**src/rtl/sdram_ctrl_pkg.sv**
```systemverilog
// Shared definitions for the SDRAM controller front end: arbiter state
// encodings and a one-hot to index helper.
package sdram_ctrl_pkg;

    localparam logic [1:0] ARB_IDLE  = 2'd0;
    localparam logic [1:0] ARB_GRANT = 2'd1;
    localparam logic [1:0] ARB_HOLD  = 2'd2;

    localparam int PORT_IDX_W = 3;

    // OR-reduce the indices of set bits; exact for a one-hot or all-zero input.
    function automatic logic [PORT_IDX_W-1:0] onehot_to_idx(input logic [7:0] oh);
        logic [PORT_IDX_W-1:0] idx;
        idx = '0;
        for (int i = 0; i < 8; i++) begin
            if (oh[i]) idx = idx | PORT_IDX_W'(i);
        end
        return idx;
    endfunction

endpackage

```
**src/rtl/sdram_port_arbiter_if.sv**
```systemverilog
// Controller-side access bus between the port arbiter (master) and the
// internal SDRAM controller (slave).
interface sdram_port_arbiter_if;
    // Handshake: the master holds acc_o (with adr/dat/sel/we stable) until the
    // slave pulses ack_i for one cycle; ack_i without acc_o has no meaning.
    logic [31:0] adr_o;
    logic [15:0] dat_o;
    logic [1:0]  sel_o;
    logic        acc_o;
    logic        we_o;
    logic        ack_i;
    logic [15:0] dat_i;
    logic [31:0] adr_i;

    modport master (
        output adr_o, dat_o, sel_o, acc_o, we_o,
        input  ack_i, dat_i, adr_i
    );

    modport slave (
        input  adr_o, dat_o, sel_o, acc_o, we_o,
        output ack_i, dat_i, adr_i
    );
endinterface

```
**src/rtl/sdram_port_arbiter_rr_pick.sv**
```systemverilog
// Combinational round-robin picker: first requester after index 'last',
// wrapping modulo N.
module rr_pick
    import sdram_ctrl_pkg::*;
#(
    parameter int N = 3
) (
    input  logic [N-1:0]            req,
    input  logic [PORT_IDX_W-1:0]   last,
    output logic [N-1:0]            pick,
    output logic [PORT_IDX_W-1:0]   pick_idx
);

    logic [3:0] cand;
    logic       found;

    always_comb begin
        pick  = '0;
        found = 1'b0;
        cand  = '0;
        // i = N wraps back to 'last' itself, so it is visited with lowest priority.
        for (int i = 1; i <= N; i++) begin
            cand = {1'b0, last} + 4'(i);
            if (cand >= 4'(N)) cand = cand - 4'(N);
            for (int j = 0; j < N; j++) begin
                if (!found && cand == 4'(j) && req[j]) begin
                    pick[j] = 1'b1;
                    found   = 1'b1;
                end
            end
        end
    end

    assign pick_idx = onehot_to_idx(8'(pick));

endmodule

```
**src/rtl/sdram_port_arbiter.sv**
```systemverilog
// Round-robin arbiter sharing the SDRAM controller access bus between
// wb_port instances; keeps a grant across the short gap inside a refill.
module sdram_port_arbiter
    import sdram_ctrl_pkg::*;
#(
    parameter int WB_PORTS    = 3,
    parameter int HOLD_CYCLES = 8
) (
    input  logic                    sdram_clk,
    input  logic                    sdram_rst,
    input  logic [32*WB_PORTS-1:0]  wbp_adr_i,
    input  logic [16*WB_PORTS-1:0]  wbp_dat_i,
    input  logic [2*WB_PORTS-1:0]   wbp_sel_i,
    input  logic [WB_PORTS-1:0]     wbp_acc_i,
    input  logic [WB_PORTS-1:0]     wbp_we_i,
    output logic [WB_PORTS-1:0]     wbp_ack_o,
    output logic [15:0]             wbp_dat_o,
    output logic [31:0]             wbp_adr_o,
    output logic [WB_PORTS-1:0]     grant_o,
    output logic [1:0]              arb_state,
    sdram_port_arbiter_if.master    bus
);

    logic [1:0]             state;
    logic [WB_PORTS-1:0]    grant;
    logic [PORT_IDX_W-1:0]  last;
    logic [3:0]             hold_cnt;

    logic [WB_PORTS-1:0]    pick;
    logic [PORT_IDX_W-1:0]  pick_idx;
    logic [3:0]             hold_next;
    logic                   hold_release;

    logic                   owner_acc;
    logic                   owner_we;
    logic [31:0]            owner_adr;
    logic [15:0]            owner_dat;
    logic [1:0]             owner_sel;

    rr_pick #(.N(WB_PORTS)) u_pick (
        .req      (wbp_acc_i),
        .last     (last),
        .pick     (pick),
        .pick_idx (pick_idx)
    );

    // Release happens on the cycle the incremented count reaches HOLD_CYCLES-1.
    assign hold_next    = hold_cnt + 4'd1;
    assign hold_release = hold_next >= 4'(HOLD_CYCLES - 1);

    always_ff @(posedge sdram_clk) begin
        if (sdram_rst) begin
            state    <= ARB_IDLE;
            grant    <= '0;
            last     <= PORT_IDX_W'(WB_PORTS - 1);
            hold_cnt <= '0;
        end else begin
            case (state)
                ARB_IDLE: begin
                    if (|wbp_acc_i) begin
                        grant <= pick;
                        last  <= pick_idx;
                        state <= ARB_GRANT;
                    end
                end
                ARB_GRANT: begin
                    if (!owner_acc) begin
                        hold_cnt <= '0;
                        state    <= ARB_HOLD;
                    end
                end
                ARB_HOLD: begin
                    // Other requesters are deliberately not looked at here.
                    if (owner_acc) begin
                        state <= ARB_GRANT;
                    end else if (hold_release) begin
                        grant <= '0;
                        state <= ARB_IDLE;
                    end else begin
                        hold_cnt <= hold_next;
                    end
                end
                default: begin
                    grant <= '0;
                    state <= ARB_IDLE;
                end
            endcase
        end
    end

    always_comb begin
        owner_acc = 1'b0;
        owner_we  = 1'b0;
        owner_adr = '0;
        owner_dat = '0;
        owner_sel = '0;
        for (int n = 0; n < WB_PORTS; n++) begin
            if (grant[n]) begin
                owner_acc = wbp_acc_i[n];
                owner_we  = wbp_we_i[n];
                owner_adr = wbp_adr_i[32*n +: 32];
                owner_dat = wbp_dat_i[16*n +: 16];
                owner_sel = wbp_sel_i[2*n +: 2];
            end
        end
    end

    assign bus.acc_o = owner_acc && (state != ARB_IDLE);
    assign bus.we_o  = owner_we;
    assign bus.adr_o = owner_adr;
    assign bus.dat_o = owner_dat;
    assign bus.sel_o = owner_sel;

    // Grant is still set during HOLD, so a late ack reaches its owner.
    assign wbp_ack_o = {WB_PORTS{bus.ack_i}} & grant;
    assign wbp_dat_o = bus.dat_i;
    assign wbp_adr_o = bus.adr_i;
    assign grant_o   = grant;
    assign arb_state = state;

endmodule
```
**src/flat_wrapper.sv**
```systemverilog
// flat-port wrapper written by rule: the top's interface ports become plain ports
module sdram_port_arbiter_flat import sdram_ctrl_pkg::*;
#(
    parameter int WB_PORTS    = 3,
    parameter int HOLD_CYCLES = 8
)
  (sdram_clk, sdram_rst, wbp_adr_i, wbp_dat_i, wbp_sel_i, wbp_acc_i, wbp_we_i, wbp_ack_o, wbp_dat_o, wbp_adr_o, grant_o, arb_state, bus_adr_o, bus_dat_o, bus_sel_o, bus_acc_o, bus_we_o, bus_ack_i, bus_dat_i, bus_adr_i);
  sdram_port_arbiter_if bus_i ();
  input  logic sdram_clk;
  input  logic sdram_rst;
  input  logic [32*WB_PORTS-1:0] wbp_adr_i;
  input  logic [16*WB_PORTS-1:0] wbp_dat_i;
  input  logic [2*WB_PORTS-1:0] wbp_sel_i;
  input  logic [WB_PORTS-1:0] wbp_acc_i;
  input  logic [WB_PORTS-1:0] wbp_we_i;
  output logic [WB_PORTS-1:0] wbp_ack_o;
  output logic [15:0] wbp_dat_o;
  output logic [31:0] wbp_adr_o;
  output logic [WB_PORTS-1:0] grant_o;
  output logic [1:0] arb_state;
  output wire logic [$bits(bus_i.adr_o)-1:0] bus_adr_o;
  output wire logic [$bits(bus_i.dat_o)-1:0] bus_dat_o;
  output wire logic [$bits(bus_i.sel_o)-1:0] bus_sel_o;
  output wire logic [$bits(bus_i.acc_o)-1:0] bus_acc_o;
  output wire logic [$bits(bus_i.we_o)-1:0] bus_we_o;
  input wire logic [$bits(bus_i.ack_i)-1:0] bus_ack_i;
  input wire logic [$bits(bus_i.dat_i)-1:0] bus_dat_i;
  input wire logic [$bits(bus_i.adr_i)-1:0] bus_adr_i;
  assign bus_adr_o = bus_i.adr_o;
  assign bus_dat_o = bus_i.dat_o;
  assign bus_sel_o = bus_i.sel_o;
  assign bus_acc_o = bus_i.acc_o;
  assign bus_we_o = bus_i.we_o;
  assign bus_i.ack_i = bus_ack_i;
  assign bus_i.dat_i = bus_dat_i;
  assign bus_i.adr_i = bus_adr_i;
  sdram_port_arbiter #(.WB_PORTS(WB_PORTS), .HOLD_CYCLES(HOLD_CYCLES)) u_core (.sdram_clk(sdram_clk), .sdram_rst(sdram_rst), .wbp_adr_i(wbp_adr_i), .wbp_dat_i(wbp_dat_i), .wbp_sel_i(wbp_sel_i), .wbp_acc_i(wbp_acc_i), .wbp_we_i(wbp_we_i), .wbp_ack_o(wbp_ack_o), .wbp_dat_o(wbp_dat_o), .wbp_adr_o(wbp_adr_o), .grant_o(grant_o), .arb_state(arb_state), .bus(bus_i));
endmodule
```
**config.mk**
```make
export PLATFORM = sky130hd
export DESIGN_NAME = sdram_port_arbiter_flat
export DESIGN_NICKNAME = d
export VERILOG_FILES = /design/src/rtl/sdram_ctrl_pkg.sv /design/src/rtl/sdram_port_arbiter_if.sv /design/src/rtl/sdram_port_arbiter_rr_pick.sv /design/src/rtl/sdram_port_arbiter.sv /design/src/flat_wrapper.sv
export SDC_FILE = /design/constraint.sdc
export NUM_CORES = 1
export LEC_CHECK = 0
export BUFFER_PORTS_ARGS = -buffer_cell sky130_fd_sc_hd__clkbuf_2
export CAP_MARGIN = 10
export CORE_AREA = 5 5 120 122
export DETAILED_ROUTE_END_ITERATION = 8
export DIE_AREA = 0 0 125 127
export PLACE_DENSITY = 0.63
export SETUP_SLACK_MARGIN = 0.5
export SLEW_MARGIN = 20
export SYNTH_ARGS = -nofsm -noshare
export SYNTH_HDL_FRONTEND = slang
export SYNTH_HIERARCHICAL = 1
export SYNTH_SLANG_ARGS = --single-unit
```
**constraint.sdc**
```tcl
create_clock -name sdram_clk -period 3.5 [get_ports sdram_clk]
set_input_delay 0.175 -clock sdram_clk [delete_from_list [all_inputs] [get_ports sdram_clk]]
set_output_delay 0.175 -clock sdram_clk [all_outputs]
set_load 0.01 [all_outputs]
```
==> results.md, run 1 <==
- Status: finished clean
- CTS tree: yes
- Fin cells: 709
- Final ANT Viol Nets: 0
- Core area: 13100 sq um
- CTS root buf: clkbuf_16
- I/O Buffers: 218
- Setup WS pre-CTS: 0.780 ns
- Final nets: 750
- Worst VDD drop: 0.445 mV
- Power per cell area: 778 nW/um^2
- Worst Hold Margin: 0.240 ns
- Full die area: 15900 sq um
- Slew HR: 59.2%
- Ports: 315
- Largest net degree at the start of global routing: 57
- Crit Path Class: reg -> reg
- Initial DRC count: 91
- Layout Skew: 0.00406 ns
- Synth top area share: 15.1%
- Initial core utilization: 19.7%
- CTS Buf Count: 3
- # setup viols final: 0
- Tmin final: 2.67 ns
- Fraction of registers with async set/reset: 0%
- RD Place Congestion: 0.846
- Static leakage: 0.00166 uW
- Worst Tran Pin Value: 0.612 ns
- Grt total ovfl: 0
- Period utilisation layout: 76.2%
- Most area-hungry cell type in the Yosys netlist: a22oi_1
- Most instantiated cells after synthesis: 63 x o21ai_0, 60 x nand2_1, 52 x a22oi_1
- CTS Buffer Depth: 2
- Crit path max fanout: 12
- Synth Area in Compound Gates: 40.3%
- Final core occ: 26.7%
- Final worst slack: 0.833 ns
- Syn-to-layout area delta: 35.2%
- Initial antenna violation count: 1
- Number of max-cap violations: 0
- DR vias/cell: 4.72
- Global-route wire length before repair: 17000 microns
- CTS Hold Buffers Added: 0
- Critical Path Sink Type: flop
- Count of cell types in the netlist: 62
- Clock sink count: 12
- Commonest register cell after synthesis: dfxtp_1
- Clock Latency Late Sink: 0.24 ns
- Final hold vios: 0
- Syn avg cell area: 6.69 sq um
- FMAX: 375 MHz
- Total wire length: 11600 microns
- DP HPWL: 9500 microns
- Syn. warnings: 6
- Worst setup SP type: flop
- GRT Total Usage: 12.9%
- RSZ-0062 raised after global routing: no
- FP Rows: 42
- Multiplexer share of the synthesized area: 1.94%
- WP data required: 3.67 ns
- Die X-Extent: 125 microns
- Mapped cell area: 2580 sq um
- Most common cell in the netlist: o21ai_0
- Sequential share of the synthesized area: 9.30%
- Via count: 3347
- Synthesized Nets: 603
- Synth Area in Adders: 4.84%
- Synth Area in Simple Gates: 19.4%
- Post-synth EDFFs: 0
- Vias in the first global route: 3119
- XOR/XNOR Fraction of Synth Area: 0.969%
- Hold Path Class: in -> reg
- DR pass1 iterations: 5
- Syn Inst Count: 386
- Share of layout cells above drive strength 1: 46.2%
- CP arrival: 2.83 ns
- # H-tree levels: 1
- Largest family of logic cells by synthesized area: compound AO/OA/AOI/OAI gates
- Routed len/inst: 16.3 microns
- Die H: 127 microns
- Post-Place Cells: 704
- Total negative slack: 0 ns
- Worst-path clk slew: 0.05 ns
- #FFs+latches synth: 12
- # DRC: 0
- Slew Limit Fails: 0
- Top cells by area, synth: a22oi_1 15%, buf_4 15%, o21ai_0 12%, dfxtp_1 9.3%, nand2_1 8.7%
-- path summary, 6_finish.rpt --
kind | start | to | slack [ns] | cells past startpoint
max | u_core/last[1] | u_core/grant_o[2] | 0.83 | 10
min | sdram_rst | u_core/grant_o[1] | 0.24 | 2
max reg2reg | u_core/last[1] | u_core/grant_o[2] | 0.83 | 10
min reg2reg | u_core/hold_cnt[1] | u_core/hold_cnt[1] | 0.51 | 2
-- area by class of cell --
cell class,instances,area [sq um]
well taps,176,220
fillers,1505,9590
clock buffers,4,88.8
multi-input cells,282,1760
inverters,12,45.0
diodes,1,2.50
repair buffers,222,1130
flip-flops and latches,12,245
-- stage by stage --
step,area (sq um),power (uW)
final,3490,2720
after global routing,3490,2970
after CTS,3490,2730
after detailed placement,3400,2480
after global placement,3400,2470
after floorplan,2580,1840
-- layout by cell type (no fill, tap or decap), types with 2 or more instances in the layout --
| cell | instances |
|---|---|
| o31ai_1 | 2 |
| ha_1 | 9 |
| nand2b_1 | 4 |
| nor2b_1 | 2 |
| clkbuf_16 | 3 |
| nand3_1 | 4 |
| and2_1 | 3 |
| a31oi_1 | 2 |
| dfxtp_1 | 10 |
| nand2_1 | 60 |
| a2bb2oi_1 | 2 |
| mux2i_1 | 5 |
| o21ai_0 | 63 |
| clkbuf_2 | 218 |
| a22oi_1 | 52 |
| nor3b_1 | 3 |
| buf_4 | 3 |
| a21oi_1 | 10 |
| nand4_1 | 3 |
| o311a_2 | 2 |
| nor3_1 | 5 |
| inv_1 | 11 |
| nor2_1 | 14 |
-- critical path, cell delays in order (launching register included) --
cell,delay (ns)
dfxtp_1,0.53
inv_1,0.19
ha_2,0.49
nor2b_1,0.09
a221o_1,0.37
a22oi_1,0.21
o21bai_1,0.09
o21a_1,0.12
o21ai_0,0.21
nand4_1,0.13
a21oi_1,0.16
-- timing repair --
item,CTS,global route
buffers inserted,0,0
resized for setup,0,1
hold endpoints to repair,0,0
endpoints found under the setup margin,0,1
-- registers in the layout, summed over array words and instances, names as in the netlist --
register,cells
u_core/grant_o,3
u_core/last,3
u_core/arb_state,2
u_core/hold_cnt,4
-- cell families (layout without fill, tap and decap cells) --
| group | count (synthesis) | after routing |
|---|---|---|
| flops | 12 | 12 |
| compound gates | 156 | 156 |
| fa+ha+maj | 10 | 10 |
| buf+inv | 92 | 238 |
| other cells | 1 | 2 |
| xor+xnor | 2 | 2 |
| simple gates | 108 | 108 |
| mux | 5 | 5 |
-- metal layers --
metal  vias to the layer above  part of all wire [%]  GRT usage [%]
li1                       1640                     -              -
met1                      1521                    37           15.0
met2                       171                    51           23.3
met3                        15                    10           4.38
met4                         0                   1.5           2.81
met5                         -                     0          0.310
-- power breakdown --
part / internal (uW) / switching, uW
logic: 892 / 1290
clock network: 173 / 63.9
registers: 184 / 115
(Power assumes the default switching activity.)
==> run 2: changes to the inputs <==
Settings changed: CORE_AREA 5 5 120 122 to 5 5 119 121, DIE_AREA 0 0 125 127 to 0 0 124 126, PLACE_DENSITY 0.63 to 0.66.
Clock period 3.5 ns to 2.34 ns, I/O delays scaled along.
==> run 2 against run 1 <==
  * Combinational power is 87% higher
  * Wire length is 8.0% higher
  * Design area is 12% higher
  * Core utilization is 3.5 points higher
  * Critical path depth stayed put
  * Largest cell class unchanged
  * Highest routed layer is now met5
==> results.md, run 2 (synthesis results as in run 1) <==
- Status: finished clean
- Most frequent cells in the layout: 218 x clkbuf_2, 60 x nand2_1, 55 x o21ai_0
- Total wire length: 12500 microns (+8.0%)
- CP arrival: 2.24 ns (-0.59 ns)
- Min-Delay Endpoint: u_core/grant_o[1]
- RSZ-0062 raised after global routing: yes
- Power per cell area: 1260 nW/um^2 (+62%)
- Area of the multi-input gates: 1930 sq um (+9.7%)
- Via count: 3500 (+4.6%)
- Hold-critical path depth: 2 (unchanged)
- CTS Buffer Depth: 2 (unchanged)
- Clock Latency Late Sink: 0.24 ns (about the same)
- Combinational Power Share: 82.8% (+2.5 points)
- Reg power frac: 10.2% (-0.8 points)
- CTS tree: yes
- I/O Buffers: 218 (unchanged)
- FMAX: 472 MHz (+26%)
- # H-tree levels: 1 (unchanged)
- Crit path max fanout: 6 (-6)
- R2R cell count: 10 (unchanged)
- Critical path's slowest cell: dfxtp_4
- Clock Power Share: 7.0% (-1.7 points)
- Internal: 2430 uW (+95%)
- Crit Reg-Reg Endpoint: u_core/last[0]
- Vias in the first global route: 3214 (+3.0%)
- Worst R2R Start: u_core/last[0]
- Most common cell after layout, fill and taps aside: clkbuf_2
- Worst Hold Margin: 0.176 ns (-0.0640 ns)
- Slew HR: 56.7% (-2.5 points)
- N_diodes: 0 (-1)
- CTS Hold Buffers Added: 0 (unchanged)
- Total negative slack: 0 ns (unchanged)
- Number of max-cap violations: 0 (unchanged)
- Slew Limit Fails: 0 (unchanged)
- Initial DRC count: 204 (+120%)
- Critical Path Sink Type: flop
- Die H: 126 microns (-0.79%)
- Final nets: 772 (+2.9%)
- Period utilisation layout: 90.6% (+14 points)
- Core area: 13000 sq um (-0.80%)
- Largest net degree at the start of global routing: 63 (+11%)
- Crit Path Class: reg -> reg
- Worst-path clk slew: 0.04 ns (about the same)
- Initial core utilization: 19.9% (+0.16 points)
- Max reg flops: 4 (unchanged)
- Global-route wire length before repair: 17100 microns (+0.94%)
- CTS root buf: clkbuf_16
- Initial antenna violation count: 3 (+2)
- Worst path max stage delay: 0.39 ns (-0.14 ns)
- Worst setup SP type: flop
- Syn-to-layout area delta: 51.6%
- Sw Pwr: 2490 uW (+70%)
- Worst hold start: sdram_rst
- Ports: 315 (unchanged)
- # setup viols final: 0 (unchanged)
- Grt total ovfl: 0 (unchanged)
- Share of layout cells above drive strength 1: 52.7% (+6.5 points)
- RD Place Congestion: 0.907 (+7.2%)
- Clock sink count: 12 (unchanged)
- DP HPWL: 9650 microns (+1.6%)
- DR vias/cell: 4.79 (+1.6%)
- GRT Total Usage: 13.9% (+0.98 points)
- Top register by number of flip-flops: u_core/hold_cnt
- R2R setup slack: 0.22 ns (-0.61 ns)
- Crit path cell chain: inv_6 -> ha_4 -> buf_6 -> o211a_1 -> o32ai_4 -> o21ai_2 -> and3_1 -> a22o_1 -> mux2i_1 -> nor2_1
- Static leakage: 0.00181 uW (+9.3%)
- CTS Buf Count: 3 (unchanged)
- Final hold vios: 0 (unchanged)
- # DRC: 0 (unchanged)
- Worst Tran Pin Value: 0.644 ns (+0.0319 ns)
- Number of fill cells: 1432 (-4.9%)
- FP Rows: 42 (unchanged)
- Register Area: 260 sq um (+6.1%)
- WP data required: 2.46 ns (-1.21 ns)
- Worst Path Buf+Inv: 2 (+1)
- DR pass1 iterations: 5 (unchanged)
- Die X-Extent: 124 microns (-0.80%)
- Routed len/inst: 17.1 microns (+4.8%)
- Hold Path Class: in -> reg
- Sw Ratio: 50.6% (-3.4 points)
- Layout Skew: 0.00139 ns (-0.00267 ns)
- CP delay by family, top: compound AO/OA/AOI/OAI gates
- Tmin final: 2.12 ns (-0.547 ns)
- Final ANT Viol Nets: 0 (unchanged)
- Worst VDD drop: 0.809 mV (+82%)
- Full die area: 15600 sq um (-1.6%)
## run 2: changes by cell type in the layout (fill, tap and decap cells not counted), sizes merged
cell   before  now
diode       1    0
buf         4   26
## run 2: layout make-up
cell class                      count  share of cell area [%]
Multi-Input combinational cell    282                    49.2
Timing Repair Buffer              244                    34.7
Sequential cell                    12                    6.65
Tap cell                          176                    5.62
Clock buffer                        4                    2.27
Inverter                           12                    1.53
## run 2: repair_timing
action                                  4_1_cts  5_1_grt
gates cloned                                  1        0
endpoints found under the setup margin        9       42
pin swaps                                    10       14
buffers inserted                             11        3
resized for setup                            36       11
## run 2: worst max-delay path by stage
stage,start,end,slack [ns],cells after the start
final,u_core/last[0],u_core/last[0],0.22,10
after global routing,u_core/last[1],u_core/grant_o[1],0.05,10
after CTS,u_core/last[1],u_core/grant_o[2],0.27,10
after detailed placement,u_core/last[1],u_core/last[0],0.03,10
after global placement,u_core/last[1],u_core/last[0],0.13,10
after floorplan,u_core/last[1],u_core/last[0],0.11,11
## run 2: power by group through the flow
stage | Clock [uW] | Combinational, uW | Sequential [uW]
global route | 365 | 4410 | 525
detailed placement | 0 | 3370 | 484
global placement | 0 | 3340 | 483
CTS | 352 | 3920 | 492
finish | 345 | 4070 | 502
floorplan | 0 | 2450 | 372
## run 2: stage by stage
stage | instance area, sq um | instances | power, uW | util, % | setup slack [ns]
2_1_floorplan | 2620 | 386 | 2830 | - | 0.106
3_3_place_gp | 3510 | 711 | 3820 | 27.0 | 0.126
3_5_place_dp | 3510 | 711 | 3850 | 27.0 | 0.0329
4_1_cts | 3840 | 727 | 4760 | 29.6 | 0.269
5_1_grt | 3920 | 730 | 5300 | 30.2 | 0.0483
6_report | 3920 | 730 | 4920 | 30.2 | 0.220
## run 2: metal layers
| layer | up-vias | track usage, % | part of all wire (%) |
|---|---|---|---|
| li1 | 1687 | - | - |
| met1 | 1574 | 16.0 | 37 |
| met2 | 205 | 24.2 | 48 |
| met3 | 28 | 6.19 | 13 |
| met4 | 6 | 2.19 | 1.1 |
| met5 | - | 0 | 0.27 |
